$ cat config.mk
export PLATFORM = sky130hd
export DESIGN_NAME = odu_slot_scheduler
export DESIGN_NICKNAME = d
export VERILOG_FILES = /design/src/rtl/odu_slot_scheduler.sv
export SDC_FILE = /design/constraint.sdc
export NUM_CORES = 1
export LEC_CHECK = 0
export CORE_ASPECT_RATIO = 1.1
export CORE_MARGIN = 1.5
export CORE_UTILIZATION = 35
export DETAILED_ROUTE_END_ITERATION = 7
export PLACE_DENSITY = 0.7
export SLEW_MARGIN = 20
export SYNTH_ARGS = -nofsm -noshare
export SYNTH_HDL_FRONTEND = slang
export SYNTH_SLANG_ARGS = --single-unit
$ cat constraint.sdc
create_clock -name i_clk -period 5.1 [get_ports i_clk]
set_input_delay 0.51 -clock i_clk [delete_from_list [all_inputs] [get_ports i_clk]]
set_output_delay 0.51 -clock i_clk [all_outputs]
set_load 0.02 [all_outputs]
$ cat src/rtl/odu_slot_scheduler.sv
// odu_slot_scheduler: round-robin payload-slot scheduler aligned to the ODU row stream.
// Define ODU_SLOT_STUFF_STATS_EN to add the per-row stuff beat counter output o_stuff_count.
module odu_slot_scheduler #(
    parameter int NUM_REQ   = 4,
    parameter int ID_W      = 2,
    parameter int ROW_BEATS = 82
) (
    input  logic               i_clk,
    input  logic               i_rst,
    input  logic               i_enable,
    input  logic               i_odu_valid,
    input  logic               i_odu_rs,
    input  logic [7:0]         i_odu_mfas,
    input  logic [NUM_REQ-1:0] i_req,
    output logic [NUM_REQ-1:0] o_grant,
    output logic [ID_W-1:0]    o_grant_id,
    output logic               o_grant_valid,
    output logic               o_stuff,
    output logic               o_oh,
    output logic [6:0]         o_row_beat,
    output logic               o_aligned,
    output logic               o_align_err
`ifdef ODU_SLOT_STUFF_STATS_EN
    ,output logic [6:0]        o_stuff_count
`endif
);
    typedef enum logic [1:0] {IDLE, ALIGN, RUN} state_t;
    state_t state_q, state_d;
    logic [ID_W-1:0] ptr_q, ptr_d, gid_q, gid_d, hit_id, nxt_id;
    logic [NUM_REQ-1:0] grant_q, grant_d;
    logic [6:0] cnt_q, cnt_d, exp_cnt;
    logic gv_q, gv_d, stuff_q, stuff_d, oh_q, oh_d, err_q, err_d;
    logic hit, acc, wrap;
    int idx;
`ifdef ODU_SLOT_STUFF_STATS_EN
    logic [6:0] sc_q, sc_d, so_q, so_d;
`endif
    // Descending scan so the lowest offset from the pointer wins.
    always_comb begin
        hit = 1'b0;
        hit_id = '0;
        idx = 0;
        for (int k = NUM_REQ - 1; k >= 0; k--) begin
            idx = int'(ptr_q) + k;
            if (idx >= NUM_REQ) idx = idx - NUM_REQ;
            if (i_req[idx]) begin
                hit = 1'b1;
                hit_id = ID_W'(idx);
            end
        end
    end
    assign nxt_id  = (hit_id == ID_W'(NUM_REQ - 1)) ? '0 : hit_id + ID_W'(1);
    assign exp_cnt = (cnt_q == 7'(ROW_BEATS - 1)) ? 7'd0 : cnt_q + 7'd1;
    assign wrap    = (exp_cnt == 7'd0);
    always_comb begin
        state_d = state_q;
        ptr_d = ptr_q;
        cnt_d = cnt_q;
        grant_d = '0;
        gid_d = '0;
        gv_d = 1'b0;
        stuff_d = 1'b0;
        oh_d = 1'b0;
        err_d = 1'b0;
        acc = 1'b0;
`ifdef ODU_SLOT_STUFF_STATS_EN
        sc_d = sc_q;
        so_d = so_q;
`endif
        if (!i_enable) begin
            state_d = IDLE;
        end else begin
            case (state_q)
                IDLE:  state_d = ALIGN;
                ALIGN: acc = i_odu_valid & i_odu_rs;
                RUN: if (i_odu_valid) begin
                    if (i_odu_rs != wrap) begin
                        err_d = 1'b1;
                        acc = i_odu_rs;
                        state_d = i_odu_rs ? RUN : ALIGN;
`ifdef ODU_SLOT_STUFF_STATS_EN
                        sc_d = '0;
`endif
                    end else if (i_odu_rs) begin
                        acc = 1'b1;
`ifdef ODU_SLOT_STUFF_STATS_EN
                        so_d = sc_q;
`endif
                    end else begin
                        cnt_d = exp_cnt;
                        gv_d = hit;
                        stuff_d = ~hit;
                        gid_d = hit ? hit_id : '0;
                        grant_d = hit ? NUM_REQ'(1) << hit_id : '0;
                        ptr_d = hit ? nxt_id : ptr_q;
`ifdef ODU_SLOT_STUFF_STATS_EN
                        sc_d = hit ? sc_q : ((sc_q == 7'd127) ? sc_q : sc_q + 7'd1);
`endif
                    end
                end
                default: state_d = IDLE;
            endcase
        end
        // An accepted rs beat becomes beat 0; mfas 0 restarts the rotation.
        if (acc) begin
            state_d = RUN;
            oh_d = 1'b1;
            cnt_d = '0;
            ptr_d = (i_odu_mfas == 8'd0) ? '0 : ptr_q;
`ifdef ODU_SLOT_STUFF_STATS_EN
            sc_d = '0;
`endif
        end
    end
    always_ff @(posedge i_clk) begin
        if (i_rst) begin
            state_q <= IDLE;
            ptr_q <= '0;
            cnt_q <= '0;
            grant_q <= '0;
            gid_q <= '0;
            gv_q <= 1'b0;
            stuff_q <= 1'b0;
            oh_q <= 1'b0;
            err_q <= 1'b0;
`ifdef ODU_SLOT_STUFF_STATS_EN
            sc_q <= '0;
            so_q <= '0;
`endif
        end else begin
            state_q <= state_d;
            ptr_q <= ptr_d;
            cnt_q <= cnt_d;
            grant_q <= grant_d;
            gid_q <= gid_d;
            gv_q <= gv_d;
            stuff_q <= stuff_d;
            oh_q <= oh_d;
            err_q <= err_d;
`ifdef ODU_SLOT_STUFF_STATS_EN
            sc_q <= sc_d;
            so_q <= so_d;
`endif
        end
    end
    assign o_grant       = grant_q;
    assign o_grant_id    = gid_q;
    assign o_grant_valid = gv_q;
    assign o_stuff       = stuff_q;
    assign o_oh          = oh_q;
    assign o_row_beat    = cnt_q;
    assign o_aligned     = (state_q == RUN);
    assign o_align_err   = err_q;
`ifdef ODU_SLOT_STUFF_STATS_EN
    assign o_stuff_count = so_q;
`endif
endmodule

==> results of run 1 <==
==> sequential cells by signal (all words and copies together), names as in the netlist <==
signal	flops
ptr_q	2
o_grant_valid	1
o_grant_id	2
o_align_err	1
o_oh	1
o_grant	4
o_stuff	1
state_q	2
o_row_beat	7
==> per-layer routing <==
layer | global-route usage, % | vias up | part of all wire (%)
met2 | 28.2 | 30 | 52
met5 | 0 | - | 0
met1 | 16.6 | 481 | 43
met3 | 2.52 | 5 | 3.8
li1 | - | 547 | -
met4 | 6.46 | 0 | 1.3
==> through the flow <==
stage / instances / power (mW) / instance area, um^2 / utilization (%)
after floorplan: 132 / 0.184 / 1090 / -
after global placement: 198 / 0.202 / 1470 / 48.6
after detailed placement: 198 / 0.203 / 1470 / 48.6
after CTS: 202 / 0.282 / 1500 / 49.5
after global routing: 202 / 0.291 / 1500 / 49.5
final: 202 / 0.279 / 1500 / 49.5
==> report_power, final <==
part           leakage (nW)  total [mW]  internal (mW)  switching [mW]
registers             0.169       0.165          0.165        0.000677
clock network        0.0177      0.0791         0.0292          0.0499
logic                 0.353      0.0340         0.0183          0.0158
total                 0.540       0.279          0.212          0.0664
==> area by class of cell <==
| type | count | area [um^2] |
|---|---|---|
| Multi-Input combinational cell | 102 | 639 |
| Inverter | 7 | 26.3 |
| Timing Repair Buffer | 34 | 340 |
| Fill cell | 307 | 1530 |
| Clock inverter | 1 | 5.00 |
| Sequential cell | 21 | 420 |
| Tap cell | 34 | 42.5 |
| Clock buffer | 3 | 22.5 |
==> logic make-up after synthesis <==
family          after synthesis
compound gates               30
flops                        21
fa+ha+maj                     6
xor+xnor                      2
mux                           1
simple gates                 63
buf+inv                       9
==> path summary, 6_finish.rpt <==
kind,to,slack [ns]
worst min-delay path,state_q[1],0.50
worst max register to register,ptr_q[1],2.28
worst max-delay path,ptr_q[1],2.28
worst min register to register,state_q[1],0.50
==> layout by cell type (no fill, tap or decap), types with 2 or more instances in the layout <==
master           instances
a31oi_1                  2
nand2b_1                 6
nor4_1                   3
clkdlybuf4s50_1         34
nor2_1                  12
nand4_1                  3
inv_1                    7
nor2b_1                  3
clkbuf_4                 3
or3_1                    4
o21ai_0                  7
dfxtp_1                 21
a21oi_1                 11
nor3_1                   6
nand2_1                 12
ha_1                     6
xor2_1                   2
a211o_1                  2
nand3_1                  4
and3_1                   2
==> worst reg2reg max path, delay by kind of cell (launching register included) <==
| kind | cells | cell delay (ns) |
|---|---|---|
| multiplexers | 1 | 0.35 |
| AO/OA/AOI/OAI | 4 | 0.46 |
| flip-flops | 1 | 0.50 |
| AND/OR/NAND/NOR | 4 | 1.04 |
| adder cells (fa/ha/maj) | 1 | 0.35 |
==> reports/metrics.cfg, run 1 <==
[clocking]
cts.path.max_buffers = 2
clk_latency_ns = 0.30
cts_resized = 0
clk_pin_slew_ns = 0.12
holdBufCountCts = 0
cts.sinks = 21
h-tree-depth = 1
cts_tree = yes
postCtsSetupBuffers = 0
numCtsBuffers = 3
root_buffer = clkbuf_4

[worst_setup_path]
path_cells = nand3_1, nor2_1, mux2_2, o21ai_0, a21oi_1, ha_1, or4b_4, a21oi_2, or3b_1, o41ai_2
cpPeakStageDelay_ns = 0.55
worst-setup-path-type = reg2reg
timing.critical_path.to_type = register
reg2reg_from = o_row_beat[2]
rr_worst_depth = 10
start_kind = register
crit_fanout = 9
crit_slowest_cell = or4b_4
startpoint = o_row_beat[2]
cp.depth = 10
critPathTopFamily = simple AND/OR/NAND/NOR gates
worstPathArrival_ns = 3.00
critPathBufInv = 0
required_ns = 5.29

[cells_and_area]
fin_nets = 192
diodes = 0
syn_to_final_growth_pct = 36.7
layout-drive-gt1-share_pct = 6.55

[timing]
tns_ns = 0
period_share_pct = 55.2
slew_headroom_pct = 52.6
setup_violations = 0
hold_viol_final = 0
fmax_mhz = 355
fin_skew_ns = 0.00794
report.final.slew_viol_count = 0
period_needed_ns = 2.82
tightest_slew_ns = 0.706
layout_setup_ws_ns = 2.28
hold_slack_ns = 0.496
rsz0062_at_grt = no

[synth]
syn_inst = 132
synth.most_common_cell = dfxtp_1
synthMuxAreaShare_pct = 1.03
synth_edf_count = 0
synth_top_area_share_pct = 38.4
synth_top_family_by_area = simple AND/OR/NAND/NOR gates
synth.avg_cell_area_um2 = 8.29
yosys.area_share.simple_pct = 31.4
yosysWarnings = 0
synth_cell_types = 37
netlist_top_cells_count = dfxtp_1 (21), nand2_1 (12), nor2_1 (12)
syn-cell-area_mm2 = 0.00109
yosysSeqAreaShare_pct = 38.4
netlist_top_cells_area = dfxtp_1 (38%), ha_1 (6.9%), a21oi_1 (5.0%), nand2_1 (4.1%), nor2_1 (4.1%)
synth_seq_cells = 21
async_flop_share_pct = 0
synth_xor_area_share_pct = 1.60
ys.flop_type = dfxtp_1
yosysTopAreaCell = dfxtp_1
synth_compound_area_share_pct = 17.5
synthAdderAreaFrac_pct = 6.86
postSynthNetCount = 155

[run]
max_cap_violations = 0

[route]
dr.pass1.iters = 4
wl_per_cell_um = 12.2
vias_per_cell = 5.26
drtIter0Drc = 18
via_count = 1063
drc = 0
ant_nets = 0
finalWirelength_mm = 2.46

[placed_design]
post-dp-hpwl_mm = 1.95
portBuffers = 34
post-place-ws_ns = 2.28
place.gp.congestion = 0.897

[hold_path]
hp-class = reg2reg
min_path_cells = 2
min-delay-start = state_q[1]

[outcome]
status = complete, no violations

[pwr]
p_leak_nw = 0.540
peakVddDrop_mv = 0.0805
pwr_density_cell_mw_per_mm2 = 186

[grt]
grt_first_pass_wirelength_mm = 4.04
grt_use_total_pct = 14.8
grt_max_degree = 13
grt_pass1_vias = 975
grt_remaining_overflow = 0
antenna_found_initial = 0

[floorplanning]
initial_core_util_pct = 36.2
rows = 21
io_pins = 35
die_y_um = 61.7
coreArea_mm2 = 0.00302
die_w_um = 56.3
die-area_mm2 = 0.00347

(Power assumes the default switching activity.)
==> run 2: changes to the inputs <==
clock period = 2.9 ns   (was 5.1 ns; I/O delays follow)
==> run 2 against run 1 <==
Register-to-register slack got worse by 2.1 ns. Utilization increased by 0.79 points. Largest power group unchanged. Sequential share of layout area about the same. Sequential power increased by 76%. Power increased by 76%.
==> reports/metrics.cfg, run 2 (synthesis gave the netlist of run 1 again) <==
[worst_setup_path]
critPathTopFamily = simple AND/OR/NAND/NOR gates
start_kind = register
critPathBufInv = 0  ; unchanged
crit_top_cell = ha_1
worst-setup-path-type = reg2reg
path_cells = ha_1, nand3_1, nand2_1, mux2_2, o21ai_0, a21oi_1, ha_1, or4b_4, a21oi_2, or3b_1, o41ai_2
cpPeakStageDelay_ns = 0.54  ; about the same
crit_fanout = 9  ; unchanged
required_ns = 3.09  ; -2.20 ns
worstPathArrival_ns = 2.87  ; -0.13 ns
crit_slowest_cell = or4b_4
timing.critical_path.to_type = register

[cells_and_area]
diodes = 0  ; unchanged
final_common_cell = clkdlybuf4s50_1
layout-drive-gt1-share_pct = 11.2  ; +4.6 points
fill_cells = 296  ; -3.6%
syn_to_final_growth_pct = 38.9
fin_nets = 194  ; +1.0%
largest_register_ff_count = 7  ; unchanged
final_cell_mix = clkdlybuf4s50_1 (34), dfxtp_1 (16), nand2_1 (12), nor2_1 (11), a21oi_1 (11)

[route]
vias_per_cell = 5.38  ; +2.2%
ant_nets = 0  ; unchanged
finalWirelength_mm = 2.48  ; +0.65%
drtIter0Drc = 32  ; +14
drc = 0  ; unchanged
dr.pass1.iters = 4  ; unchanged
wl_per_cell_um = 12.1  ; -0.34%
via_count = 1097  ; +3.2%

[floorplanning]
initial_core_util_pct = 36.2  ; unchanged
die_w_um = 56.3  ; unchanged
die-area_mm2 = 0.00347  ; unchanged
coreArea_mm2 = 0.00302  ; unchanged
die_y_um = 61.7  ; unchanged
io_pins = 35  ; unchanged
rows = 21  ; unchanged

[timing]
rsz0062_at_grt = no
period_share_pct = 92.7  ; +37 points
setup_violations = 0  ; unchanged
layout_setup_ws_ns = 0.213  ; -2.07 ns
hold_viol_final = 0  ; unchanged
tightest_slew_ns = 0.623  ; -0.0827 ns
hold_slack_ns = 0.499  ; +0.00311 ns
fmax_mhz = 372  ; +4.8%
tns_ns = 0  ; unchanged
slew_headroom_pct = 58.4  ; +5.8 points
report.final.slew_viol_count = 0  ; unchanged
period_needed_ns = 2.69  ; -0.130 ns
fin_skew_ns = 0.00797  ; +0.0000267 ns

[run]
max_cap_violations = 0  ; unchanged

[clocking]
numCtsBuffers = 3  ; unchanged
holdBufCountCts = 0  ; unchanged
h-tree-depth = 1  ; unchanged
root_buffer = clkbuf_4
cts.path.max_buffers = 2  ; unchanged
clk_latency_ns = 0.30  ; about the same
clk_pin_slew_ns = 0.12  ; about the same
cts_tree = yes
cts.sinks = 21  ; unchanged

[grt]
grt_pass1_vias = 996  ; +2.2%
antenna_found_initial = 0  ; unchanged
grt_use_total_pct = 15.2  ; +0.37 points
grt_first_pass_wirelength_mm = 4.17  ; +3.2%
grt_remaining_overflow = 0  ; unchanged
grt_max_degree = 13  ; unchanged

[pwr]
peakVddDrop_mv = 0.199  ; +150%
p_leak_nw = 0.552  ; +2.2%
pwr_density_cell_mw_per_mm2 = 323  ; +74%

[placed_design]
place.gp.congestion = 0.888  ; -1.1%
portBuffers = 34  ; unchanged
post-place-ws_ns = 0.0987  ; -2.19 ns
post-dp-hpwl_mm = 1.92  ; -1.8%

[outcome]
status = complete, no violations

[hold_path]
hp-class = reg2reg

run 2: cell count changes in the layout (fill, tap and decap cells not counted):
cell	before	now
buf_4	0	2
dfxtp_1	21	16
dfxtp_2	0	5
nor2_1	12	11
nor2_2	0	1
run 2: cell type report:
cell class	instances	area, um^2	share of cell area [%]
clock inverter	1	5.00	0.329
clock buffer	3	22.5	1.48
inverter	7	26.3	1.73
multi-input combinational	102	642	42.2
sequential	21	427	28.1
tap	34	42.5	2.80
timing repair buffer	36	355	23.4
run 2: worst register-to-register path, cell delays in order (launching register included):
cell and delay [ns]:
dfxtp_2 0.38, ha_1 0.26, nand3_1 0.12, nand2_1 0.06, mux2_2 0.26, o21ai_0 0.16, a21oi_1 0.10, ha_1 0.33
or4b_4 0.54, a21oi_2 0.17, or3b_1 0.14, o41ai_2 0.06
run 2: where the power goes:
| part | total (mW) | switching [mW] | internal (mW) |
|---|---|---|---|
| clock | 0.140 | 0.0891 | 0.0514 |
| combinational | 0.0602 | 0.0280 | 0.0322 |
| sequential | 0.291 | 0.000971 | 0.290 |
| total | 0.491 | 0.118 | 0.373 |
run 2: repair_timing:
action	CTS	global route
buffers inserted	0	0
resized for setup	0	6
endpoints found under the setup margin	0	2
run 2: worst paths after layout:
check                           cells past startpoint         end     startpoint  slack [ns]
worst min-delay path                                2  state_q[1]     state_q[1]        0.50
worst min register to register                      2  state_q[1]     state_q[1]        0.50
worst max-delay path                               11    ptr_q[1]  o_row_beat[0]        0.21
worst max register to register                     11    ptr_q[1]  o_row_beat[0]        0.21
run 2: routing by layer:
layer  part of all wire (%)  track usage (%)  routed length [um]  up-vias
li1                       -                -                   -      551
met1                     44             17.9                1090      509
met2                     51             27.9                1270       35
met3                    3.7             2.73                  91        2
met4                    1.0             6.12                  26        0
met5                      0                0                   0        -
run 2: per-stage QoR:
stage	instance area (um^2)	power (mW)	util, %	instances
3_5_place_dp	1480	0.357	49.1	200
3_3_place_gp	1480	0.355	49.1	200
5_1_grt	1520	0.515	50.3	204
4_1_cts	1510	0.496	50.0	204
6_report	1520	0.491	50.3	204
2_1_floorplan	1090	0.324	-	132
==> run 3: changes to the inputs <==
CELL_PAD_IN_SITES_DETAIL_PLACEMENT = 0   (was default)
CELL_PAD_IN_SITES_GLOBAL_PLACEMENT = 1   (was default)
CORE_UTILIZATION = 32   (was 35)
PLACE_DENSITY = 0.84   (was 0.7)
==> run 3 against run 2 <==
Non-clock buffer count grew 1. Highest routed layer is now met3. Register-to-register slack gained 0.05 ns. Global-route usage is essentially flat. Die area grew 8.9%. Routed wire length grew 4.4%. Combinational power grew 1%. Largest cell class unchanged. Final cell count grew 1.5%.
==> reports/metrics.cfg, run 3 (synthesis gave the netlist of run 1 again) <==
[worst_setup_path]
crit_top_cell = ha_1
crit_slowest_cell = or4b_4
cpPeakStageDelay_ns = 0.54  ; about the same
worst-setup-path-type = reg2reg
timing.critical_path.to_type = register
worstPathArrival_ns = 2.83  ; -0.04 ns
reg2reg_from = o_row_beat[0]
crit_fanout = 9  ; unchanged
rr_worst_depth = 11  ; unchanged
path_cells = ha_1, nand3_1, nand2_1, mux2_2, o21ai_0, a21oi_1, ha_1, or4b_4, a21oi_2, or3b_1, o41ai_2
required_ns = 3.09  ; about the same
startpoint = o_row_beat[0]
start_kind = register

[route]
vias_per_cell = 5.14  ; -4.5%
ant_nets = 0  ; unchanged
dr.pass1.iters = 4  ; unchanged
via_count = 1063  ; -3.1%
drc = 0  ; unchanged
wl_per_cell_um = 12.5  ; +2.9%
finalWirelength_mm = 2.59  ; +4.4%
drtIter0Drc = 24  ; -25%

[timing]
fin_skew_ns = 0.00513  ; -0.00284 ns
tns_ns = 0  ; unchanged
period_share_pct = 90.8  ; -1.8 points
fmax_mhz = 380  ; +2.0%
tightest_slew_ns = 0.655  ; +0.0319 ns
report.final.slew_viol_count = 0  ; unchanged
period_needed_ns = 2.63  ; -0.0535 ns
slew_headroom_pct = 56.2  ; -2.1 points
setup_violations = 0  ; unchanged
rsz0062_at_grt = no
hold_viol_final = 0  ; unchanged

[grt]
grt_max_degree = 13  ; unchanged
grt_remaining_overflow = 0  ; unchanged
grt_first_pass_wirelength_mm = 4.62  ; +11%
antenna_found_initial = 0  ; unchanged
grt_use_total_pct = 15.2  ; about the same
grt_pass1_vias = 1055  ; +5.9%

[placed_design]
place.gp.congestion = 0.848  ; -4.4%
post-dp-hpwl_mm = 2.06  ; +7.5%
portBuffers = 34  ; unchanged

[pwr]
clockPowerShare_pct = 28.3  ; -0.3 points
internal-power_mw = 0.372  ; -0.24%
switching_share_pct = 23.9  ; -0.085 points
total_power_mw = 0.490  ; -0.35%
pwr-share-seq_pct = 59.2  ; about the same
peakVddDrop_mv = 0.249  ; +25%
pwr_density_cell_mw_per_mm2 = 320  ; -1.1%
p_comb_share_pct = 12.4  ; +0.2 points
p_leak_nw = 0.558  ; +0.95%
switchingPower_mw = 0.117  ; -0.71%

[clocking]
cts_resized = 0  ; unchanged
holdBufCountCts = 0  ; unchanged
root_buffer = clkbuf_4
h-tree-depth = 1  ; unchanged
cts_tree = yes
numCtsBuffers = 3  ; unchanged
clk_pin_slew_ns = 0.12  ; about the same
postCtsSetupBuffers = 0  ; unchanged
clk_latency_ns = 0.30  ; about the same
cts.sinks = 21  ; unchanged
cts.path.max_buffers = 2  ; unchanged

[cells_and_area]
layout-drive-gt1-share_pct = 11.1  ; -0.065 points
syn_to_final_growth_pct = 39.9
fin_nets = 195  ; +0.52%
diodes = 0  ; unchanged
largest_register_ff_count = 7  ; unchanged
final_cell_mix = clkdlybuf4s50_1 (34), dfxtp_1 (17), nand2_1 (12), nor2_1 (11), a21oi_1 (11)
fill_cells = 349  ; +18%
final_common_cell = clkdlybuf4s50_1

[hold_path]
min-delay-start = state_q[1]
hp-class = reg2reg
min_path_cells = 2  ; unchanged

[floorplanning]
die-area_mm2 = 0.00378  ; +8.9%
coreArea_mm2 = 0.00330  ; +9.3%
initial_core_util_pct = 33.1  ; -3.1 points
die_w_um = 58.8  ; +4.3%
io_pins = 35  ; unchanged
die_y_um = 64.3  ; +4.4%
rows = 22  ; +4.8%

[run]
max_cap_violations = 0  ; unchanged

[outcome]
status = complete, no violations

## run 3: cell types whose count changed in the layout (fill, tap and decap cells not counted)
| cell | change |
|---|---|
| dfxtp_1 | +1 |
| dfxtp_4 | +1 |
| dfxtp_2 | -2 |
| buf_4 | +1 |
## run 3: per-stage QoR
stage	cells	setup WS, ns	hold slack [ns]	util (%)	cell area, um^2
floorplan	132	0.169	0.444	-	1090
global placement	203	0.195	0.473	45.2	1490
detailed placement	203	0.111	0.495	45.2	1490
CTS	207	0.0979	0.512	46.1	1520
global route	207	0.0191	0.534	46.4	1530
finish	207	0.267	0.512	46.4	1530
## run 3: final cells by class
type	instances	area (um^2)	area share, %
flip-flops and latches	21	428	27.9
clock inverters	1	5.00	0.327
repair buffers	37	363	23.7
inverters	7	26.3	1.72
well taps	36	45.0	2.94
multi-input cells	102	642	41.9
clock buffers	3	22.5	1.47
## run 3: path summary, 6_finish.rpt
path	slack, ns	to
worst max-delay path	0.27	ptr_q[1]
worst min register to register	0.51	state_q[1]
worst min-delay path	0.51	state_q[1]
worst max register to register	0.27	ptr_q[1]
## run 3: power by group through the flow
| stage | logic (mW) | registers [mW] | clock network, mW |
|---|---|---|---|
| 3_5_place_dp | 0.0607 | 0.297 | 0 |
| 3_3_place_gp | 0.0581 | 0.297 | 0 |
| 5_1_grt | 0.0668 | 0.290 | 0.158 |
| 2_1_floorplan | 0.0269 | 0.297 | 0 |
| 4_1_cts | 0.0608 | 0.291 | 0.147 |
| 6_report | 0.0610 | 0.290 | 0.139 |
## run 3: metal layers
layer	up-vias	track usage, %	routed length, um
met5	-	0	0
met4	0	2.56	0
met3	0	2.63	68
met2	16	27.2	1320
met1	495	18.9	1200
li1	552	-	-
## run 3: critical path, delay by kind of cell, from the launching register on
kind | cells | cell delay, ns
compound gates | 4 | 0.45
fa+ha+maj | 2 | 0.58
flops | 1 | 0.39
mux | 1 | 0.26
simple gates | 4 | 0.86
